## src/rtl/fret_sprite_scheduler_if.sv

```systemverilog
// Bus bundle between the video timing / game-state side and the fret sprite
// scheduler. The master drives raster position, fret state and ROM data; the
// scheduler (slave) returns the ROM address and the final pixel.
interface fret_sprite_scheduler_if #(
  parameter int N_FRETS = 5
) ();
  logic [10:0]           hcount;
  logic [9:0]            vcount;
  logic [10*N_FRETS-1:0] fret_x;
  logic [N_FRETS-1:0]    pressed;
  logic [N_FRETS-1:0]    hit;
  logic [11:0]           paddr;
  logic [12:0]           pdata;
  logic [12:0]           pixel;
  logic                  active;

  modport master (
    output hcount, vcount, fret_x, pressed, hit, pdata,
    input  paddr, pixel, active
  );

  modport slave (
    input  hcount, vcount, fret_x, pressed, hit, pdata,
    output paddr, pixel, active
  );
endinterface

```

## src/rtl/fret_sprite_scheduler.sv

```systemverilog
// Shares one synchronous-read fret sprite ROM among the frets of the fret row.
// Fret positions and button state are shadowed once per video frame; a per-fret
// flash timer selects the hit sprite. Pipeline: hcount -> paddr (1 clk) ->
// pdata (ROM, 1 clk) -> pixel (1 clk), 3 clk total.
module fret_sprite_scheduler #(
  parameter int          N_FRETS      = 5,
  parameter int          Y            = 512,
  parameter int          W            = 32,
  parameter int          H            = 32,
  parameter int          FLASH_FRAMES = 8,
  parameter logic [12:0] TRANSPARENT  = 13'h0000
) (
  input logic                   i_clk,
  input logic                   i_rst,
  fret_sprite_scheduler_if.slave bus
);

  localparam int FW = $clog2(FLASH_FRAMES + 1);

  logic [9:0]         r_shadow_x [N_FRETS];
  logic [N_FRETS-1:0] r_shadow_pressed;
  logic               r_shadow_valid;
  logic [FW-1:0]      r_flash [N_FRETS];
  logic [N_FRETS-1:0] r_hit_pending;

  logic [11:0] r_paddr;
  logic        r_v1;
  logic        r_v2;
  logic [12:0] r_pixel;
  logic        r_active;

  logic               w_fs;
  logic [9:0]         w_yidx;
  logic [10:0]        w_xidx [N_FRETS];
  logic [1:0]         w_frame [N_FRETS];
  logic [N_FRETS-1:0] w_in;
  logic               w_win;
  logic [4:0]         w_xidx_w;
  logic [1:0]         w_frame_w;

  assign w_fs   = (bus.hcount == 11'd0) && (bus.vcount == 10'd0);
  assign w_yidx = bus.vcount - 10'(Y);

  // Shadow fret state and advance flash timers once per frame; collect hits any cycle.
  always_ff @(posedge i_clk or posedge i_rst) begin
    if (i_rst) begin
      for (int i = 0; i < N_FRETS; i++) begin
        r_shadow_x[i] <= '0;
        r_flash[i]    <= '0;
      end
      r_shadow_pressed <= '0;
      r_shadow_valid   <= 1'b0;
      r_hit_pending    <= '0;
    end else if (w_fs) begin
      for (int i = 0; i < N_FRETS; i++) begin
        r_shadow_x[i] <= bus.fret_x[10*i +: 10];
        if (r_hit_pending[i])
          r_flash[i] <= FW'(FLASH_FRAMES);
        else if (r_flash[i] != '0)
          r_flash[i] <= r_flash[i] - FW'(1);
      end
      r_shadow_pressed <= bus.pressed;
      r_shadow_valid   <= 1'b1;
      // A hit landing on the frame-start cycle waits for the following frame.
      r_hit_pending    <= bus.hit;
    end else begin
      r_hit_pending <= r_hit_pending | bus.hit;
    end
  end

  // Per-fret coverage test and sprite frame selection.
  always_comb begin
    for (int i = 0; i < N_FRETS; i++) begin
      w_xidx[i]  = bus.hcount - {1'b0, r_shadow_x[i]};
      w_in[i]    = r_shadow_valid && (w_xidx[i] < 11'(W)) && (w_yidx < 10'(H));
      w_frame[i] = (r_flash[i] != '0) ? 2'd2 : (r_shadow_pressed[i] ? 2'd1 : 2'd0);
    end
  end

  // Fixed priority by coverage only: scanning downward leaves the lowest index.
  always_comb begin
    w_win     = 1'b0;
    w_xidx_w  = '0;
    w_frame_w = '0;
    for (int i = N_FRETS - 1; i >= 0; i--) begin
      if (w_in[i]) begin
        w_win     = 1'b1;
        w_xidx_w  = w_xidx[i][4:0];
        w_frame_w = w_frame[i];
      end
    end
  end

  // ROM address stage and valid pipeline alongside the ROM read.
  always_ff @(posedge i_clk or posedge i_rst) begin
    if (i_rst) begin
      r_paddr <= '0;
      r_v1    <= 1'b0;
      r_v2    <= 1'b0;
    end else begin
      r_paddr <= w_win ? {w_frame_w, w_yidx[4:0], w_xidx_w} : 12'd0;
      r_v1    <= w_win;
      r_v2    <= r_v1;
    end
  end

  // Output stage: a covered pixel passes ROM data through even if it is transparent.
  always_ff @(posedge i_clk or posedge i_rst) begin
    if (i_rst) begin
      r_pixel  <= TRANSPARENT;
      r_active <= 1'b0;
    end else begin
      r_pixel  <= r_v2 ? bus.pdata : TRANSPARENT;
      r_active <= r_v2;
    end
  end

  assign bus.paddr  = r_paddr;
  assign bus.pixel  = r_pixel;
  assign bus.active = r_active;

endmodule

```

## src/flat_wrapper.sv

```systemverilog
// flat-port wrapper written by rule: the top's interface ports become plain ports
module fret_sprite_scheduler_flat 
#(
  parameter int          N_FRETS      = 5,
  parameter int          Y            = 512,
  parameter int          W            = 32,
  parameter int          H            = 32,
  parameter int          FLASH_FRAMES = 8,
  parameter logic [12:0] TRANSPARENT  = 13'h0000
)
  (i_clk, i_rst, bus_hcount, bus_vcount, bus_fret_x, bus_pressed, bus_hit, bus_pdata, bus_paddr, bus_pixel, bus_active);
  fret_sprite_scheduler_if #(.N_FRETS(N_FRETS)) bus_i ();
  input logic i_clk;
  input logic i_rst;
  input wire logic [$bits(bus_i.hcount)-1:0] bus_hcount;
  input wire logic [$bits(bus_i.vcount)-1:0] bus_vcount;
  input wire logic [$bits(bus_i.fret_x)-1:0] bus_fret_x;
  input wire logic [$bits(bus_i.pressed)-1:0] bus_pressed;
  input wire logic [$bits(bus_i.hit)-1:0] bus_hit;
  input wire logic [$bits(bus_i.pdata)-1:0] bus_pdata;
  output wire logic [$bits(bus_i.paddr)-1:0] bus_paddr;
  output wire logic [$bits(bus_i.pixel)-1:0] bus_pixel;
  output wire logic [$bits(bus_i.active)-1:0] bus_active;
  assign bus_i.hcount = bus_hcount;
  assign bus_i.vcount = bus_vcount;
  assign bus_i.fret_x = bus_fret_x;
  assign bus_i.pressed = bus_pressed;
  assign bus_i.hit = bus_hit;
  assign bus_i.pdata = bus_pdata;
  assign bus_paddr = bus_i.paddr;
  assign bus_pixel = bus_i.pixel;
  assign bus_active = bus_i.active;
  fret_sprite_scheduler #(.N_FRETS(N_FRETS), .Y(Y), .W(W), .H(H), .FLASH_FRAMES(FLASH_FRAMES), .TRANSPARENT(TRANSPARENT)) u_core (.i_clk(i_clk), .i_rst(i_rst), .bus(bus_i));
endmodule
```

## config.mk

```make
export PLATFORM = sky130hd
export DESIGN_NAME = fret_sprite_scheduler_flat
export DESIGN_NICKNAME = d
export VERILOG_FILES = /design/src/rtl/fret_sprite_scheduler_if.sv /design/src/rtl/fret_sprite_scheduler.sv /design/src/flat_wrapper.sv
export SDC_FILE = /design/constraint.sdc
export NUM_CORES = 1
export LEC_CHECK = 0
export ABC_AREA = 1
export BUFFER_PORTS_ARGS = -buffer_cell sky130_fd_sc_hd__buf_2
export CAP_MARGIN = 30
export CORE_MARGIN = 4
export CORE_UTILIZATION = 55
export CTS_BUF_LIST = sky130_fd_sc_hd__clkbuf_4
export DETAILED_ROUTE_END_ITERATION = 7
export PLACE_DENSITY = 0.86
export SLEW_MARGIN = 10
export SYNTH_ARGS = -nofsm -noshare
export SYNTH_HDL_FRONTEND = slang
export SYNTH_SLANG_ARGS = --single-unit
```

## constraint.sdc

```tcl
create_clock -name i_clk -period 8.6 [get_ports i_clk]
set_clock_uncertainty 0.15 [all_clocks]
set_input_delay 0.86 -clock i_clk [delete_from_list [all_inputs] [get_ports i_clk]]
set_output_delay 0.86 -clock i_clk [all_outputs]
set_load 0.005 [all_outputs]
```

==> results.txt, run 1 <==
Worst setup startpoint - bus_hcount[7]
most frequent cells in the layout - nand2_1 (296), inv_1 (170), buf_2 (121)
asr flop ratio synth - 1.000
# nets final - 1301
Layout fillers - 1184
Post-Synthesis Cells - 1023
DR DRC count - 0
Period minus WS final - 3667 ps
Seq pwr share - 0.569
Final Wtd Congestion - 0.9157
most common cell after layout, fill and taps aside - nand2_1
io pins - 122
clk sinks - 109
CTS H-Tree Depth - 3
Yosys top cell by area - dfrtp_1
sequential element share of the synthesized area - 0.3658
Logic pwr share - 0.114
final wirelength - 17.88 mm
grt ovf - 0
post-route clock period utilization - 0.4264
pwr dens - 107.5 nW/um2
dpl hpwl - 13.70 mm
top-area cell type share of the netlist area - 0.3658
full die area - 15480 um2
Routed Antenna Nets - 0
EDFF count, synth - 0
initial antenna violation count - 2
Port Buffer Count - 121
core footprint - 13240 um2
Worst Hold Slack - 175.4 ps
via density per instance - 5.091
# hold bufs at CTS - 0
Critical Path Source Type - primary input
worst-path fanout max - 61
Clock transition at path regs - 180 ps
Clk pwr share - 0.317
drt first-iter violations - 446
Max Clk Rate - 0.2727 GHz
share of layout cells above drive strength 1 - 0.1475
Wirelength per Cell - 13.52 um
Die Wd - 124.4 um
Critical Path RT - 8890 ps
Die Ht - 124.4 um
vias in the first global route - 6467
post-CTS setup buffers - 0
CP Capture Type - flop
Slew HR - 0.5153
Lkg Pwr - 4.944 nW
Synth cell types - 44
worst setup path class - primary input to flop
ys flop type - dfrtp_1
largest net degree at the start of global routing - 78
Register-to-Register Path Depth - 19
Setup-failing EPs final - 0
Slew Viols, Final - 0
post-CTS resize count - 0
Final Hold Fails - 0
setup TNS after final layout - 0 ps
synthesized net count - 1183
num rows - 42
Synth Cell Area - 7456 um2
NetSw - 0.2519 mW
worst reg2reg startpoint - u_core.r_shadow_x[10]$_DFFE_PP0P_
status - finished clean
GRT Overall Usage - 0.2372
drt first pass iters - 5
Sw Ratio - 0.2795
YS warnings - 0
clk root buf - clkbuf_4
Int Power - 0.6492 mW
Synth Register Bits - 109
RSZ-0062 raised after global routing - no
Post-Syn Area per Cell - 7.288 um2
CTS tree - done
total number of vias - 6735
total of max-cap violations - 0
first-pass GRT wire length - 30.16 mm
Starting Density - 0.5630
Bufs on Longest Clock Path - 2
Arr. time, crit path - 3960 ps
worst hold path class - primary input to async pin
Layout area overhead - 12.42%
Slew @ Worst Pin - 726.0 ps
top post-synthesis cells by area - dfrtp_1 (37%), nand2_1 (15%), ha_1 (9.9%)
Num CTS Buffers - 9
worst skew pair latency - 500 ps
peak supply drop - 72.16 uV
synthesized netlist by cell type, drive strengths merged (3+ instances only):
| cell | instances |
|---|---|
| o21bai | 9 |
| inv | 174 |
| or2 | 10 |
| nor3 | 12 |
| nor2 | 72 |
| nor4 | 3 |
| dfrtp | 109 |
| clkbuf | 6 |
| a21oi | 45 |
| nand3 | 73 |
| fa | 5 |
| xnor2 | 6 |
| o21ai | 77 |
| ha | 59 |
| xor2 | 23 |
| o31ai | 3 |
| nand2 | 298 |
| buf | 11 |
| nand4 | 16 |
metrics by stage:
stage,util,total power [mW],cells,setup WS [ps],area (um2)
6_report,0.6329,0.9011,1323,4933,8382
5_1_grt,0.6329,0.9394,1323,4640,8382
4_1_cts,0.6312,0.9067,1321,4961,8359
3_5_place_dp,0.6197,0.6233,1305,4426,8207
3_3_place_gp,0.6197,0.6219,1305,4544,8207
2_1_floorplan,-,0.5793,1023,4716,7456
layout make-up:
type                       instances  area (um2)  share of cell area
timing repair buffer             124       640.6             0.07643
inverter                         174       655.6             0.07822
multi-input combinational        723        3983              0.4751
tap                              176       220.2             0.02627
clock buffer                      10       75.07            0.008957
antenna                            1       2.502           0.0002986
clock inverter                     6       77.57            0.009255
sequential                       109        2728              0.3254
path summary, 6_finish.rpt:
check / to / slack [ps]
max: u_core.r_flash[6]$_DFFE_PP0P_ / 4930
min: u_core.r_shadow_x[16]$_DFFE_PP0P_ / 180
max reg2reg: u_core.bus.paddr[4]$_DFF_PP0_ / 5610
min reg2reg: u_core.r_v2$_DFF_PP0_ / 230
max in group asynchronous: u_core.r_flash[13]$_DFFE_PP0P_ / 7060
min in group i_clk: u_core.r_v2$_DFF_PP0_ / 230
per-layer routing:
layer | GRT usage | share of wire | vias to the layer above
met5 | 0 | 0.00073 | -
met4 | 0.07930 | 0.023 | 2
met3 | 0.04288 | 0.076 | 34
met2 | 0.3874 | 0.46 | 207
met1 | 0.3195 | 0.44 | 3013
li1 | - | - | 3479
power groups by stage:
| stage | registers [mW] | clock network (mW) | logic (mW) |
|---|---|---|---|
| after detailed placement | 0.522 | 0 | 0.101 |
| after global placement | 0.522 | 0 | 0.0997 |
| after floorplan | 0.522 | 0 | 0.0570 |
| final | 0.513 | 0.285 | 0.103 |
| after CTS | 0.513 | 0.292 | 0.102 |
| after global routing | 0.513 | 0.310 | 0.116 |
cell families (layout without fill, tap and decap cells):
group           after synthesis  in the layout  share of synthesized area
buf+inv                     191            314                     0.1000
other cells                   0              1                          0
compound gates              141            141                     0.1039
flops                       109            109                     0.3658
fa+ha+maj                    64             64                     0.1124
xor+xnor                     29             29                    0.03407
simple gates                489            489                     0.2838
sequential cells by signal, summed over array words and instances, names as in the netlist, 5 cells and up:
register and flops:
u_core.bus.paddr 12, u_core.bus.pixel 13, u_core.r_hit_pending 5, u_core.r_shadow_x 50
u_core.r_shadow_pressed 5, u_core.r_flash 20
critical path, stage by stage:
cell and delay [ps]:
buf_2 190, or4_1 540, nor2_1 120, nand3_2 320
inv_2 680, buf_4 550, o21ai_1 210, inv_2 130
nand2_1 70, xor2_1 140, a21oi_1 130
Note: power is estimated with default switching activity, not from simulation.
==> inputs of run 2 (changes only) <==
--- a/config.mk
+++ b/config.mk
@@ -5,14 +5,14 @@
 export SDC_FILE = /design/constraint.sdc
 export NUM_CORES = 1
 export LEC_CHECK = 0
-export ABC_AREA = 1
+export ABC_AREA = 0
 export BUFFER_PORTS_ARGS = -buffer_cell sky130_fd_sc_hd__buf_2
 export CAP_MARGIN = 30
 export CORE_MARGIN = 4
-export CORE_UTILIZATION = 55
+export CORE_UTILIZATION = 53
 export CTS_BUF_LIST = sky130_fd_sc_hd__clkbuf_4
 export DETAILED_ROUTE_END_ITERATION = 7
-export PLACE_DENSITY = 0.86
+export PLACE_DENSITY = 0.87
 export SLEW_MARGIN = 10
 export SYNTH_ARGS = -nofsm -noshare
 export SYNTH_HDL_FRONTEND = slang
==> constraint.sdc (replaced) <==
create_clock -name i_clk -period 3.2 [get_ports i_clk]
set_clock_uncertainty 0.15 [all_clocks]
set_input_delay 0.32 -clock i_clk [delete_from_list [all_inputs] [get_ports i_clk]]
set_output_delay 0.32 -clock i_clk [all_outputs]
set_load 0.005 [all_outputs]
==> run 2 against run 1 <==
Net effect:
- the flow now finishes with violations (setup timing)
- setup slack lost 5200 ps
- flip-flop and latch count is the same
- global-route usage grew 4.2 points
- first-iteration DRC count grew 58%
- synthesized cell count shrank 24%
- largest power group unchanged
==> results.txt, run 2 <==
Wirelength per Cell - 17.41 um
Worst Slack Setup Final - -277.5 ps
Synth Cell Area - 6873 um2
Die Wd - 121.9 um
asr flop ratio synth - 1.000
r2r endpoint - u_core.bus.paddr[11]$_DFF_PP0_
dpl hpwl - 13.62 mm
Slew @ Worst Pin - 819.1 ps
Yosys top cell by area - dfrtp_1
final instance area - 9370 um2
# nets final - 1216
drt first pass iters - 6
Starting Density - 0.5424
Post-Synthesis Cells - 779
count leader, synth - dfrtp_1
RSZ-0062 raised after global routing - yes
initial antenna violation count - 1
status - complete, but fails checks
YS warnings - 0
worst hold path class - primary input to async pin
worst setup path class - flop to flop
post-route clock period utilization - 1.087
Arr. time, crit path - 3800 ps
via density per instance - 5.785
R2R setup slack - -280 ps
share of layout cells above drive strength 1 - 0.2469
final wirelength - 21.50 mm
sequential element share of the synthesized area - 0.3969
post-layout power - 2.548 mW
Clock transition at path regs - 200 ps
CP Capture Type - flop
Die Ht - 121.9 um
Slew HR - 0.4527
Setup-failing EPs final - 13
area post-placement - 8234 um2
largest net degree at the start of global routing - 108
Period minus WS final - 3477 ps
Post-Syn Area per Cell - 8.823 um2
Synth cell types - 72
vias in the first global route - 7055
Non-Filler Instances - 1235
full die area - 14850 um2
pwr dens - 272.0 nW/um2
CTS tree - done
total of max-cap violations - 0
Routed Antenna Nets - 0
most frequent cells in the layout - buf_2 (121), dfrtp_1 (109), nand2_1 (106)
most common cell after layout, fill and taps aside - buf_2
Final Wtd Congestion - 0.9829
DR DRC count - 0
Bufs on Longest Clock Path - 2
clk root buf - clkbuf_4
Worst setup startpoint - u_core.r_shadow_x[0]$_DFFE_PP0P_
Synth Register Bits - 109
drt first-iter violations - 706
grt ovf - 0
Worst Hold Slack - 140.0 ps
worst-path fanout max - 5
Max Clk Rate - 0.2876 GHz
CTS H-Tree Depth - 3
Register-to-Register Path Depth - 12
Layout area overhead - 36.34%
num rows - 41
total number of vias - 7145
GRT Overall Usage - 0.2792
Critical Path RT - 3520 ps
worst skew pair latency - 520 ps
violated checks - setup timing
top post-synthesis cells by area - dfrtp_1 (40%), ha_1 (11%), o21ai_0 (7.6%)
Slew Viols, Final - 0
EDFF count, synth - 0
ys flop type - dfrtp_1
core footprint - 12670 um2
first-pass GRT wire length - 33.06 mm
Port Buffer Count - 121
Inst Count DP - 1130
synth cell count leaders - dfrtp_1 (109), nand2_1 (106), o21ai_0 (105), inv_1 (76), ha_1 (59)
Num CTS Buffers - 9
Critical Path Source Type - flop
Final Hold Fails - 0
clk sinks - 109
worst reg2reg startpoint - u_core.r_shadow_x[0]$_DFFE_PP0P_
peak supply drop - 208.2 uV
synthesized net count - 939
Biggest register - u_core.r_shadow_x
Lkg Pwr - 4.763 nW
top-area cell type share of the netlist area - 0.3969
io pins - 122
number of flip-flops under the largest register name - 50
run 2: critical path, cell delays in order, from the launching register on:
cell and delay, ps:
dfrtp_1 440, ha_2 200, inv_2 40, fa_2 350, a21o_1 210, and2_4 150, a211o_1 280, a2111oi_2 290
a311oi_1 80, or4b_4 580, or3b_1 380, o21ai_1 110, a22o_1 170
run 2: cells by family after synthesis:
kind of cell,after synthesis,synth area share
compound gates,233,0.2156
xor+xnor,22,0.02803
mux,4,0.005826
buf+inv,97,0.05516
fa+ha+maj,64,0.1220
flops,109,0.3969
simple gates,250,0.1766
run 2: metal layers:
metal,track usage,part of all wire,vias up
met5,0,0,-
met4,0.1289,0.045,0
li1,-,-,3293
met3,0.04225,0.084,101
met2,0.4814,0.49,366
met1,0.3455,0.39,3385
run 2: worst max path at each step:
stage / endpoint / cells past startpoint
2_1_floorplan: u_core.bus.paddr[11]$_DFF_PP0_ / 14
3_3_place_gp: u_core.bus.paddr[7]$_DFF_PP0_ / 15
3_5_place_dp: u_core.bus.paddr[6]$_DFF_PP0_ / 15
4_1_cts: u_core.bus.paddr[11]$_DFF_PP0_ / 12
5_1_grt: u_core.bus.paddr[11]$_DFF_PP0_ / 12
6_report: u_core.bus.paddr[11]$_DFF_PP0_ / 12
run 2: per-stage QoR:
step / setup WS (ps) / setup TNS (ps) / utilization
2_1_floorplan: -96.13 / -117.4 / -
3_3_place_gp: -353.6 / -3756 / 0.6498
3_5_place_dp: -444.5 / -5016 / 0.6498
4_1_cts: -164.9 / -1049 / 0.7274
5_1_grt: -343.8 / -2667 / 0.7393
6_report: -277.5 / -1673 / 0.7395
run 2: report_power, final:
part	internal [mW]	switching, mW
sequential	1.38	0.0000149
clock	0.195	0.564
combinational	0.215	0.196
total	1.79	0.759
run 2: layout make-up:
| type | instances | area, um2 |
|---|---|---|
| antenna | 2 | 5.005 |
| clock buffer | 9 | 67.56 |
| clock inverter | 7 | 83.83 |
| fill | 839 | 3301 |
| inverter | 76 | 289.0 |
| multi-input combinational | 573 | 3891 |
| sequential | 109 | 2728 |
| tap | 172 | 215.2 |
| timing repair buffer | 287 | 2091 |
run 2: timing repair:
item	in CTS	in global routing
hold endpoints to repair	116	0
pin swaps	8	15
hold buffers	79	0
endpoints found under the setup margin	13	13
buffers inserted	1	6
resized for setup	10	21
